$ cat config.mk
export PLATFORM = sky130hd
export DESIGN_NAME = sonic_echo_emulator_flat
export DESIGN_NICKNAME = d
export VERILOG_FILES = /design/src/rtl/sonic_defs.sv /design/src/rtl/sonic_echo_emulator_if.sv /design/src/rtl/sonic_echo_emulator_sync_2ff.sv /design/src/rtl/sonic_echo_emulator.sv /design/src/flat_wrapper.sv
export SDC_FILE = /design/constraint.sdc
export NUM_CORES = 1
export LEC_CHECK = 0
export CAP_MARGIN = 20
export CORE_ASPECT_RATIO = 2
export CORE_UTILIZATION = 56
export CTS_BUF_LIST = sky130_fd_sc_hd__clkbuf_16
export CTS_CLUSTER_SIZE = 12
export DETAILED_ROUTE_END_ITERATION = 8
export PLACE_DENSITY = 0.91
export SLEW_MARGIN = 20
export SYNTH_ARGS = -nofsm -noshare
export SYNTH_HDL_FRONTEND = slang
export SYNTH_SLANG_ARGS = --single-unit
$ cat constraint.sdc
create_clock -name clock -period 3.44 [get_ports clock]
set_input_delay 0.344 -clock clock [delete_from_list [all_inputs] [get_ports clock]]
set_output_delay 0.344 -clock clock [all_outputs]
set_load 0.03 [all_outputs]
$ cat src/rtl/sonic_defs.sv
// sonic_defs: shared FSM encoding and default HC-SR04 timing at 50 MHz.
// Imported by the echo emulator and the measurement block.
package sonic_defs;

  localparam int unsigned CNT_W_DEF       = 21;
  localparam int unsigned TRIG_MIN_DEF    = 500;
  localparam int unsigned BURST_DELAY_DEF = 11500;
  localparam int unsigned TIMEOUT_DEF     = 1900000;
  localparam int unsigned HOLDOFF_DEF     = 500000;

  localparam logic [2:0] ST_IDLE    = 3'd0;
  localparam logic [2:0] ST_TRIG_HI = 3'd1;
  localparam logic [2:0] ST_DELAY   = 3'd2;
  localparam logic [2:0] ST_ECHO    = 3'd3;
  localparam logic [2:0] ST_HOLD    = 3'd4;

endpackage

$ cat src/rtl/sonic_echo_emulator_if.sv
// sonic_echo_if: trig/echo link between measurement block (master)
// and sensor/emulator (slave); trig, echo_len, echo, busy, shot_count.
interface sonic_echo_if #(
  parameter int unsigned CNT_W = 21
);

  logic             trig;
  logic [CNT_W-1:0] echo_len;
  logic             echo;
  logic             busy;
  logic [15:0]      shot_count;

  modport master (
    output trig,
    output echo_len,
    input  echo,
    input  busy,
    input  shot_count
  );

  modport slave (
    input  trig,
    input  echo_len,
    output echo,
    output busy,
    output shot_count
  );

endinterface

$ cat src/rtl/sonic_echo_emulator_sync_2ff.sv
// sync_2ff: 1-bit two-flop synchronizer, async active-low reset to 0.
// Ports: clk, rst_n, d (async input), q (synchronized output).
module sync_2ff (
  input  logic clk,
  input  logic rst_n,
  input  logic d,
  output logic q
);

  logic meta_q;
  logic sync_q;

  always_ff @(posedge clk or negedge rst_n) begin
    if (!rst_n) begin
      meta_q <= 1'b0;
      sync_q <= 1'b0;
    end else begin
      meta_q <= d;
      sync_q <= meta_q;
    end
  end

  assign q = sync_q;

endmodule

$ cat src/rtl/sonic_echo_emulator.sv
// sonic_echo_emulator: HC-SR04 responder; answers a valid trig with an
// echo of echo_len cycles. Ports: clock, reset_n, bus (slave modport).
module sonic_echo_emulator
  import sonic_defs::*;
#(
  parameter int unsigned CNT_W       = CNT_W_DEF,
  parameter int unsigned TRIG_MIN    = TRIG_MIN_DEF,
  parameter int unsigned BURST_DELAY = BURST_DELAY_DEF,
  parameter int unsigned TIMEOUT     = TIMEOUT_DEF,
  parameter int unsigned HOLDOFF     = HOLDOFF_DEF
) (
  input  logic       clock,
  input  logic       reset_n,
  sonic_echo_if.slave bus
);

  localparam logic [CNT_W-1:0] ONE   = CNT_W'(1);
  localparam logic [CNT_W-1:0] TMIN  = CNT_W'(TRIG_MIN);
  localparam logic [CNT_W-1:0] BDLY  = CNT_W'(BURST_DELAY);
  localparam logic [CNT_W-1:0] TOUT  = CNT_W'(TIMEOUT);
  localparam logic [CNT_W-1:0] HOLD  = CNT_W'(HOLDOFF);

  logic             trig_s;
  logic [2:0]       state_q, state_d;
  logic [CNT_W-1:0] cnt_q, cnt_d;
  logic [CNT_W-1:0] len_q, len_d;
  logic             echo_q, echo_d;
  logic             busy_q, busy_d;
  logic [15:0]      shot_q, shot_d;
  logic [CNT_W-1:0] len_sel;

  sync_2ff u_trig_sync (
    .clk   (clock),
    .rst_n (reset_n),
    .d     (bus.trig),
    .q     (trig_s)
  );

  // Zero means "no object"; anything longer than the timeout is clamped.
  always_comb begin
    len_sel = bus.echo_len;
    if (bus.echo_len == '0 || bus.echo_len > TOUT) begin
      len_sel = TOUT;
    end
  end

  always_comb begin
    state_d = state_q;
    cnt_d   = cnt_q;
    len_d   = len_q;
    echo_d  = echo_q;
    shot_d  = shot_q;
    unique case (state_q)
      ST_IDLE: begin
        if (trig_s) begin
          state_d = ST_TRIG_HI;
          cnt_d   = ONE;
        end
      end
      ST_TRIG_HI: begin
        if (trig_s) begin
          if (cnt_q != '1) begin
            cnt_d = cnt_q + ONE;
          end
        end else if (cnt_q >= TMIN) begin
          state_d = ST_DELAY;
          cnt_d   = ONE;
          len_d   = len_sel;
          shot_d  = shot_q + 16'd1;
        end else begin
          state_d = ST_IDLE;
        end
      end
      ST_DELAY: begin
        if (cnt_q == BDLY) begin
          state_d = ST_ECHO;
          echo_d  = 1'b1;
          cnt_d   = ONE;
        end else begin
          cnt_d = cnt_q + ONE;
        end
      end
      ST_ECHO: begin
        if (cnt_q == len_q) begin
          state_d = ST_HOLD;
          echo_d  = 1'b0;
          cnt_d   = ONE;
        end else begin
          cnt_d = cnt_q + ONE;
        end
      end
      ST_HOLD: begin
        if (cnt_q == HOLD) begin
          state_d = ST_IDLE;
        end else begin
          cnt_d = cnt_q + ONE;
        end
      end
      default: begin
        state_d = ST_IDLE;
        echo_d  = 1'b0;
      end
    endcase
    busy_d = (state_d != ST_IDLE);
  end

  always_ff @(posedge clock or negedge reset_n) begin
    if (!reset_n) begin
      state_q <= ST_IDLE;
      cnt_q   <= '0;
      len_q   <= '0;
      echo_q  <= 1'b0;
      busy_q  <= 1'b0;
      shot_q  <= '0;
    end else begin
      state_q <= state_d;
      cnt_q   <= cnt_d;
      len_q   <= len_d;
      echo_q  <= echo_d;
      busy_q  <= busy_d;
      shot_q  <= shot_d;
    end
  end

  assign bus.echo       = echo_q;
  assign bus.busy       = busy_q;
  assign bus.shot_count = shot_q;

endmodule
$ cat src/flat_wrapper.sv
// flat-port wrapper written by rule: the top's interface ports become plain ports
module sonic_echo_emulator_flat import sonic_defs::*;
#(
  parameter int unsigned CNT_W       = CNT_W_DEF,
  parameter int unsigned TRIG_MIN    = TRIG_MIN_DEF,
  parameter int unsigned BURST_DELAY = BURST_DELAY_DEF,
  parameter int unsigned TIMEOUT     = TIMEOUT_DEF,
  parameter int unsigned HOLDOFF     = HOLDOFF_DEF
)
  (clock, reset_n, bus_trig, bus_echo_len, bus_echo, bus_busy, bus_shot_count);
  sonic_echo_if #(.CNT_W(CNT_W)) bus_i ();
  input  logic clock;
  input  logic reset_n;
  input wire logic [$bits(bus_i.trig)-1:0] bus_trig;
  input wire logic [$bits(bus_i.echo_len)-1:0] bus_echo_len;
  output wire logic [$bits(bus_i.echo)-1:0] bus_echo;
  output wire logic [$bits(bus_i.busy)-1:0] bus_busy;
  output wire logic [$bits(bus_i.shot_count)-1:0] bus_shot_count;
  assign bus_i.trig = bus_trig;
  assign bus_i.echo_len = bus_echo_len;
  assign bus_echo = bus_i.echo;
  assign bus_busy = bus_i.busy;
  assign bus_shot_count = bus_i.shot_count;
  sonic_echo_emulator #(.CNT_W(CNT_W), .TRIG_MIN(TRIG_MIN), .BURST_DELAY(BURST_DELAY), .TIMEOUT(TIMEOUT), .HOLDOFF(HOLDOFF)) u_core (.clock(clock), .reset_n(reset_n), .bus(bus_i));
endmodule
==> impl_metrics.toml, run 1 <==
[timing]
fin_crit_ns = 2.914
setup_violations = 0
finalSetupTns_ns = 0
min_period_over_period_pct = 84.70
max_slew_margin_pct = 36.49
skew_ns = 0.006723
grt_setup_unrepaired = "false"
drv_slew = 0
finalHoldViolCount = 0
tightest_slew_ns = 0.9470
worst_slack_ns = 0.5264
fmax_mhz = 343.2

[critical_path]
rr_startpoint = "u_core.cnt_q[16]$_DFFE_PN0P_"
worstSetupEndpointType = "flip-flop"
crit_type = "reg2reg"
worstPathRequired_ns = 3.64
cp_slowest_cell = "or4_1"
rr_endpoint = "u_core.cnt_q[16]$_DFFE_PN0P_"
path_max_fanout = 25
crit_arrival_ns = 3.11
r2r_cells = 8
crit_chain = "or4_1 -> or4_1 -> nor3_2 -> nor3_1 -> o2bb2ai_2 -> buf_4 -> a31oi_1 -> a31oi_1"
r2r_setup_slack_ns = 0.53
max_stage_delay_ns = 0.57
start_kind = "flip-flop"
crit_buf_inv = 1
crit_family = "simple AND/OR/NAND/NOR gates"

[logic_synthesis]
synth_warnings = 0
syn_nets = 380
synth_edf_count = 0
synth_area_per_cell_um2 = 9.606
synth_area_mm2 = 0.003391
ys_seq_area_share_pct = 47.97
ys_ff_latch = 65
async_reset_ff_share_pct = 100.0
synth_cells = 353
synth.distinct_cells = 50
synth-main-ff-cell = "dfrtp_1"

[pwr]
p_sw_uw = 391.7
p_int_uw = 1371
p_leak_uw = 0.001756
p_per_area_mw_per_mm2 = 428.2
p_comb_share_pct = 6.2
vdd_drop_max_uv = 356.8
pwr-share-clk_pct = 48.9
power_uw = 1762
sequentialPowerShare_pct = 45.0
netSwitchingFraction_pct = 22.23

[hold_path]
hold_class = "in2async"

[layout]
postLayoutCellArea_mm2 = 0.004115
drive_above_1_share_pct = 6.313
fin_nets = 418
area_delta_synth_final_pct = 21.37
fin_util_pct = 71.47
diodes = 0

[global_route]
grt_pass1_wl_mm = 14.70
antenna_found_initial = 0
grt_usage_pct = 30.89
grt_overflow_total = 0
grt_start_max_net_pins = 40
grt_pass1_vias = 3097

[placed_design]
io_buffer_count = 41
gp_congestion = 0.9982
dp_hpwl_mm = 6.314
place_ws_ns = 0.5728
placed_area_mm2 = 0.003836

[clock_tree]
ctsLongestPathBuffers = 2
cts.clk_slew.worst_paths_ns = 0.05
ctsHoldBuffers = 0
cts_sinks = 65
clk_latency_ns = 0.34
tritoncts = "built"
clock-root-buffer = "clkbuf_16"
numCtsBuffers = 9
post_cts_buffers = 0
h-tree-depth = 3
cts_resized = 0

[outcome]
status = "finished, violations left"
violations = "design-rule violations"

[detailed_routing]
dr.pass1.iters = 7
post_drt_wl_per_cell_um = 19.12
routed_wl_mm = 8.740
drcViolationCount = 2
vias = 2977
final_antenna_net_count = 0
drt-initial-drc-count = 151
avgViaCountPerCell = 6.514

[floorplan]
coreArea_mm2 = 0.005758
initial_core_util_pct = 58.89
fp.dieW_um = 57.02
die_area_mm2 = 0.006389
die_h_um = 112.0
rows = 39
pin_count = 42

[job]
max_cap_violations = 0
## synth_stat cells, drive strengths merged, types with 3 or more instances
master | count | area (µm²)
dfrtp | 65 | 1627
nand2 | 35 | 131.4
xnor2 | 31 | 271.5
a21oi | 22 | 113.9
nand3 | 22 | 110.1
nor2 | 18 | 67.56
clkbuf | 17 | 63.81
o21ai | 15 | 78.82
a31oi | 13 | 81.33
nand4 | 13 | 81.33
and3 | 11 | 68.82
inv | 10 | 37.54
o22a | 10 | 87.58
nor4 | 8 | 50.05
nor3 | 7 | 40.04
a22o | 6 | 52.55
nor2b | 5 | 31.28
or4 | 5 | 41.29
xor2 | 5 | 43.79
or3 | 4 | 25.02
ha | 3 | 37.54
## through the flow
stage          instances  hold WS (ns)
2_1_floorplan        353       0.04841
3_3_place_gp         441        0.3422
3_5_place_dp         441        0.3358
4_1_cts              457        0.1555
5_1_grt              457        0.2010
6_report             457        0.1249
## power by group through the flow
stage	combinational, µW	clock (µW)	sequential (µW)
global placement	103	0	804
detailed placement	107	0	804
CTS	108	870	792
floorplan	49.5	0	797
finish	109	861	792
global route	119	905	793
## registers in the layout, indices dropped and copies added, names as in the netlist
name,count
u_core.bus.busy,1
u_core.bus.echo,1
u_core.bus.shot_count,16
u_core.cnt_q,21
u_core.len_q,21
u_core.state_q,3
u_core.u_trig_sync.meta_q,1
u_core.u_trig_sync.q,1
## cells in the final DEF, fill, tap and decap left out, types with 3 or more instances in the layout
cell	count
nor3_1	6
ha_1	3
buf_4	5
dfrtp_1	65
clkinv_1	3
o22a_1	10
o21ai_0	11
xnor2_1	31
nand3_1	22
nand2_1	35
a31oi_1	13
a22o_1	6
nor4_1	8
clkdlybuf4s50_1	40
inv_1	12
a21oi_1	21
clkbuf_16	9
and3_1	11
nand4_1	13
or4_1	4
or3_1	4
o21ai_1	3
nor2b_1	5
nor2_1	18
xor2_1	5
## worst max path at each step
stage                                       startpoint                            to  cells after the start
final                     u_core.cnt_q[16]$_DFFE_PN0P_  u_core.cnt_q[16]$_DFFE_PN0P_                      8
after detailed placement  u_core.cnt_q[15]$_DFFE_PN0P_  u_core.cnt_q[16]$_DFFE_PN0P_                      8
after global placement    u_core.cnt_q[16]$_DFFE_PN0P_  u_core.cnt_q[13]$_DFFE_PN0P_                      7
after global routing      u_core.cnt_q[16]$_DFFE_PN0P_  u_core.cnt_q[18]$_DFFE_PN0P_                      8
after CTS                 u_core.cnt_q[15]$_DFFE_PN0P_  u_core.cnt_q[16]$_DFFE_PN0P_                      8
after floorplan            u_core.cnt_q[9]$_DFFE_PN0P_  u_core.cnt_q[10]$_DFFE_PN0P_                      7
## worst reg2reg max path, stage by stage, from the launching register on
cell and delay [ns]:
dfrtp_1 0.45, or4_1 0.57, or4_1 0.50, nor3_2 0.28, nor3_1 0.09, o2bb2ai_2 0.33
buf_4 0.30, a31oi_1 0.18, a31oi_1 0.08
## routing by layer
metal / global-route usage, % / part of all wire (%) / vias up
met4: 26.83 / 6.3 / 0
met3: 5.069 / 4.7 / 44
met5: 0 / 0 / -
met1: 31.26 / 35 / 1432
met2: 52.94 / 54 / 134
li1: - / - / 1367
## kinds of logic after synthesis
logic type | after synthesis | synth area share [%]
simple gates | 136 | 20.85
compound gates | 82 | 16.72
flops | 65 | 47.97
xor+xnor | 36 | 9.299
buf+inv | 29 | 3.469
fa+ha+maj | 3 | 1.107
mux | 2 | 0.5904
## area by class of cell
cell class | count | area, µm²
fillers | 419 | 1643
repair buffers | 46 | 442.9
inverters | 10 | 37.54
clock buffers | 9 | 225.2
flip-flops and latches | 65 | 1627
clock inverters | 7 | 53.80
well taps | 61 | 76.32
multi-input cells | 259 | 1653
Note: power is estimated with default switching activity, not from simulation.
==> run 2: changes to the inputs <==
--- a/config.mk
+++ b/config.mk
@@ -7,11 +7,11 @@
 export LEC_CHECK = 0
 export CAP_MARGIN = 20
 export CORE_ASPECT_RATIO = 2
-export CORE_UTILIZATION = 56
+export CORE_UTILIZATION = 50
 export CTS_BUF_LIST = sky130_fd_sc_hd__clkbuf_16
 export CTS_CLUSTER_SIZE = 12
 export DETAILED_ROUTE_END_ITERATION = 8
-export PLACE_DENSITY = 0.91
+export PLACE_DENSITY = 0.87
 export SLEW_MARGIN = 20
 export SYNTH_ARGS = -nofsm -noshare
 export SYNTH_HDL_FRONTEND = slang
==> constraint.sdc (replaced) <==
create_clock -name clock -period 2.4 [get_ports clock]
set_input_delay 0.24 -clock clock [delete_from_list [all_inputs] [get_ports clock]]
set_output_delay 0.24 -clock clock [all_outputs]
set_load 0.03 [all_outputs]
==> impl_metrics.toml, run 2 (synthesis gave the netlist of run 1 again) <==
[layout]
diodes = 0
postLayoutCellArea_mm2 = 0.004702
fin_nets = 467
mostFrequentLayoutCells = "65 x dfrtp_1, 47 x buf_4, 40 x clkdlybuf4s50_1"
area_delta_synth_final_pct = 38.67
fin_util_pct = 71.58
layout_commonest_cell = "dfrtp_1"
drive_above_1_share_pct = 20.90
fillCellCount = 429

[detailed_routing]
top_layer = "met4"
avgViaCountPerCell = 6.184
routed_wl_mm = 10.46
dr.pass1.iters = 5
drcViolationCount = 0
post_drt_wl_per_cell_um = 19.63
vias = 3296
routed-wl-met3_um = 511
final_antenna_net_count = 0
wl_met1_mm = 3.625
dr_wl_met2_mm = 5.658
drt-initial-drc-count = 197

[hold_path]
hold_class = "in2async"

[critical_path]
worstSetupEndpointType = "flip-flop"
worstPathRequired_ns = 2.66
crit_type = "reg2reg"
crit_arrival_ns = 2.90
start_kind = "flip-flop"
path_max_fanout = 6

[clock_tree]
tritoncts = "built"
numCtsBuffers = 9
cts_sinks = 65
ctsLongestPathBuffers = 2
ctsHoldBuffers = 0
cts.clk_slew.worst_paths_ns = 0.06
h-tree-depth = 3
clk_latency_ns = 0.33
clock-root-buffer = "clkbuf_16"

[global_route]
grt_pass1_vias = 3328
grt_usage_pct = 32.07
grt_pass1_wl_mm = 16.60
grt_overflow_total = 0
antenna_found_initial = 0
grt_start_max_net_pins = 35

[pwr]
p_leak_uw = 0.002047
p_comb_share_pct = 7.6
p_sw_uw = 598.1
vdd_drop_max_uv = 456.1
pwr-share-clk_pct = 48.9
netSwitchingFraction_pct = 23.04
p_int_uw = 1998
p_per_area_mw_per_mm2 = 552.2
sequentialPowerShare_pct = 43.5

[timing]
tightest_slew_ns = 0.7768
skew_ns = 0.004407
finalHoldViolCount = 18
hold_ws_ns = -0.01552
fmax_mhz = 378.5
max_slew_margin_pct = 48.21
fin_crit_ns = 2.642
min_period_over_period_pct = 110.1
setup_violations = 21
worst_slack_ns = -0.2422
drv_slew = 0
finalSetupTns_ns = -3.704
grt_setup_unrepaired = "true"

[floorplan]
pin_count = 42
die_area_mm2 = 0.007135
fp.dieW_um = 60.23
rows = 42
coreArea_mm2 = 0.006569
die_h_um = 118.5
initial_core_util_pct = 51.62

[placed_design]
placed_area_mm2 = 0.004238
io_buffer_count = 41
gp_congestion = 0.9471
dp_hpwl_mm = 7.132

[outcome]
violations = "negative hold slack, negative setup slack"
status = "finished, violations left"

[job]
max_cap_violations = 0
run 2: cell count changes in the layout (fill, tap and decap cells not counted), moves of 2 or more:
cell        delta
or4_4          +3
or4_1          -3
buf_6          +3
a31oi_2        +2
clkinv_1       -2
clkinvlp_4     +2
a21oi_1        -2
a21oi_2        +2
nor3_1         -2
a31oi_1        -5
buf_12         +3
buf_4         +42
a31oi_4        +3
run 2: per-layer routing:
metal | track usage [%] | up-vias
met4 | 22.97 | 0
met1 | 35.00 | 1607
li1 | - | 1472
met2 | 53.23 | 164
met3 | 5.033 | 53
met5 | 0 | -
run 2: power by group through the flow:
stage          combinational (µW)  clock (µW)  sequential, µW
6_report                      198        1270            1130
5_1_grt                       214        1320            1130
4_1_cts                       187        1270            1130
3_5_place_dp                  179           0            1150
3_3_place_gp                  174           0            1150
2_1_floorplan                74.4           0            1140
run 2: through the flow:
| step | instances | total power, µW | setup WS [ns] |
|---|---|---|---|
| CTS | 530 | 2587 | -0.1954 |
| global route | 533 | 2667 | -0.3059 |
| floorplan | 353 | 1217 | -0.1263 |
| detailed placement | 512 | 1326 | -0.2269 |
| finish | 533 | 2596 | -0.2422 |
| global placement | 512 | 1321 | -0.2095 |
run 2: final cells by class:
| class | instances | area [µm²] | area share [%] |
|---|---|---|---|
| Clock buffer | 9 | 225.2 | 4.790 |
| Clock inverter | 7 | 62.56 | 1.330 |
| Inverter | 10 | 37.54 | 0.7983 |
| Multi-Input combinational cell | 260 | 1788 | 38.03 |
| Sequential cell | 65 | 1627 | 34.59 |
| Tap cell | 88 | 110.1 | 2.342 |
| Timing Repair Buffer | 94 | 852.1 | 18.12 |
run 2: timing repair:
item	in CTS	in global routing
buffers inserted	1	3
resized for setup	14	11
setup endpoints to repair	22	53
endpoints found under the hold margin	0	0
pin swaps	5	3
gates cloned	1	0
run 2: final timing paths:
check                                                          from                        endpoint  slack, ns  depth (start not counted)
worst min register to register  u_core.u_trig_sync.meta_q$_DFF_PN0_  u_core.u_trig_sync.q$_DFF_PN0_       0.35                          0
max in group asynchronous                                   reset_n     u_core.cnt_q[5]$_DFFE_PN0P_       1.77                          2
worst min-delay path                                        reset_n       u_core.bus.busy$_DFF_PN0_      -0.02                          1
worst max-delay path                   u_core.cnt_q[20]$_DFFE_PN0P_     u_core.cnt_q[0]$_DFFE_PN0P_      -0.24                          7
worst max register to register         u_core.cnt_q[20]$_DFFE_PN0P_     u_core.cnt_q[0]$_DFFE_PN0P_      -0.24                          7
min in group clock              u_core.u_trig_sync.meta_q$_DFF_PN0_  u_core.u_trig_sync.q$_DFF_PN0_       0.35                          0
run 2: critical path, cell delays in order (launching register included):
cell and delay, ns:
dfrtp_1 0.39, or4_4 0.54, or4_4 0.49, o211a_1 0.25
a2111o_4 0.41, o21a_4 0.18, and3_4 0.19, a21oi_2 0.11
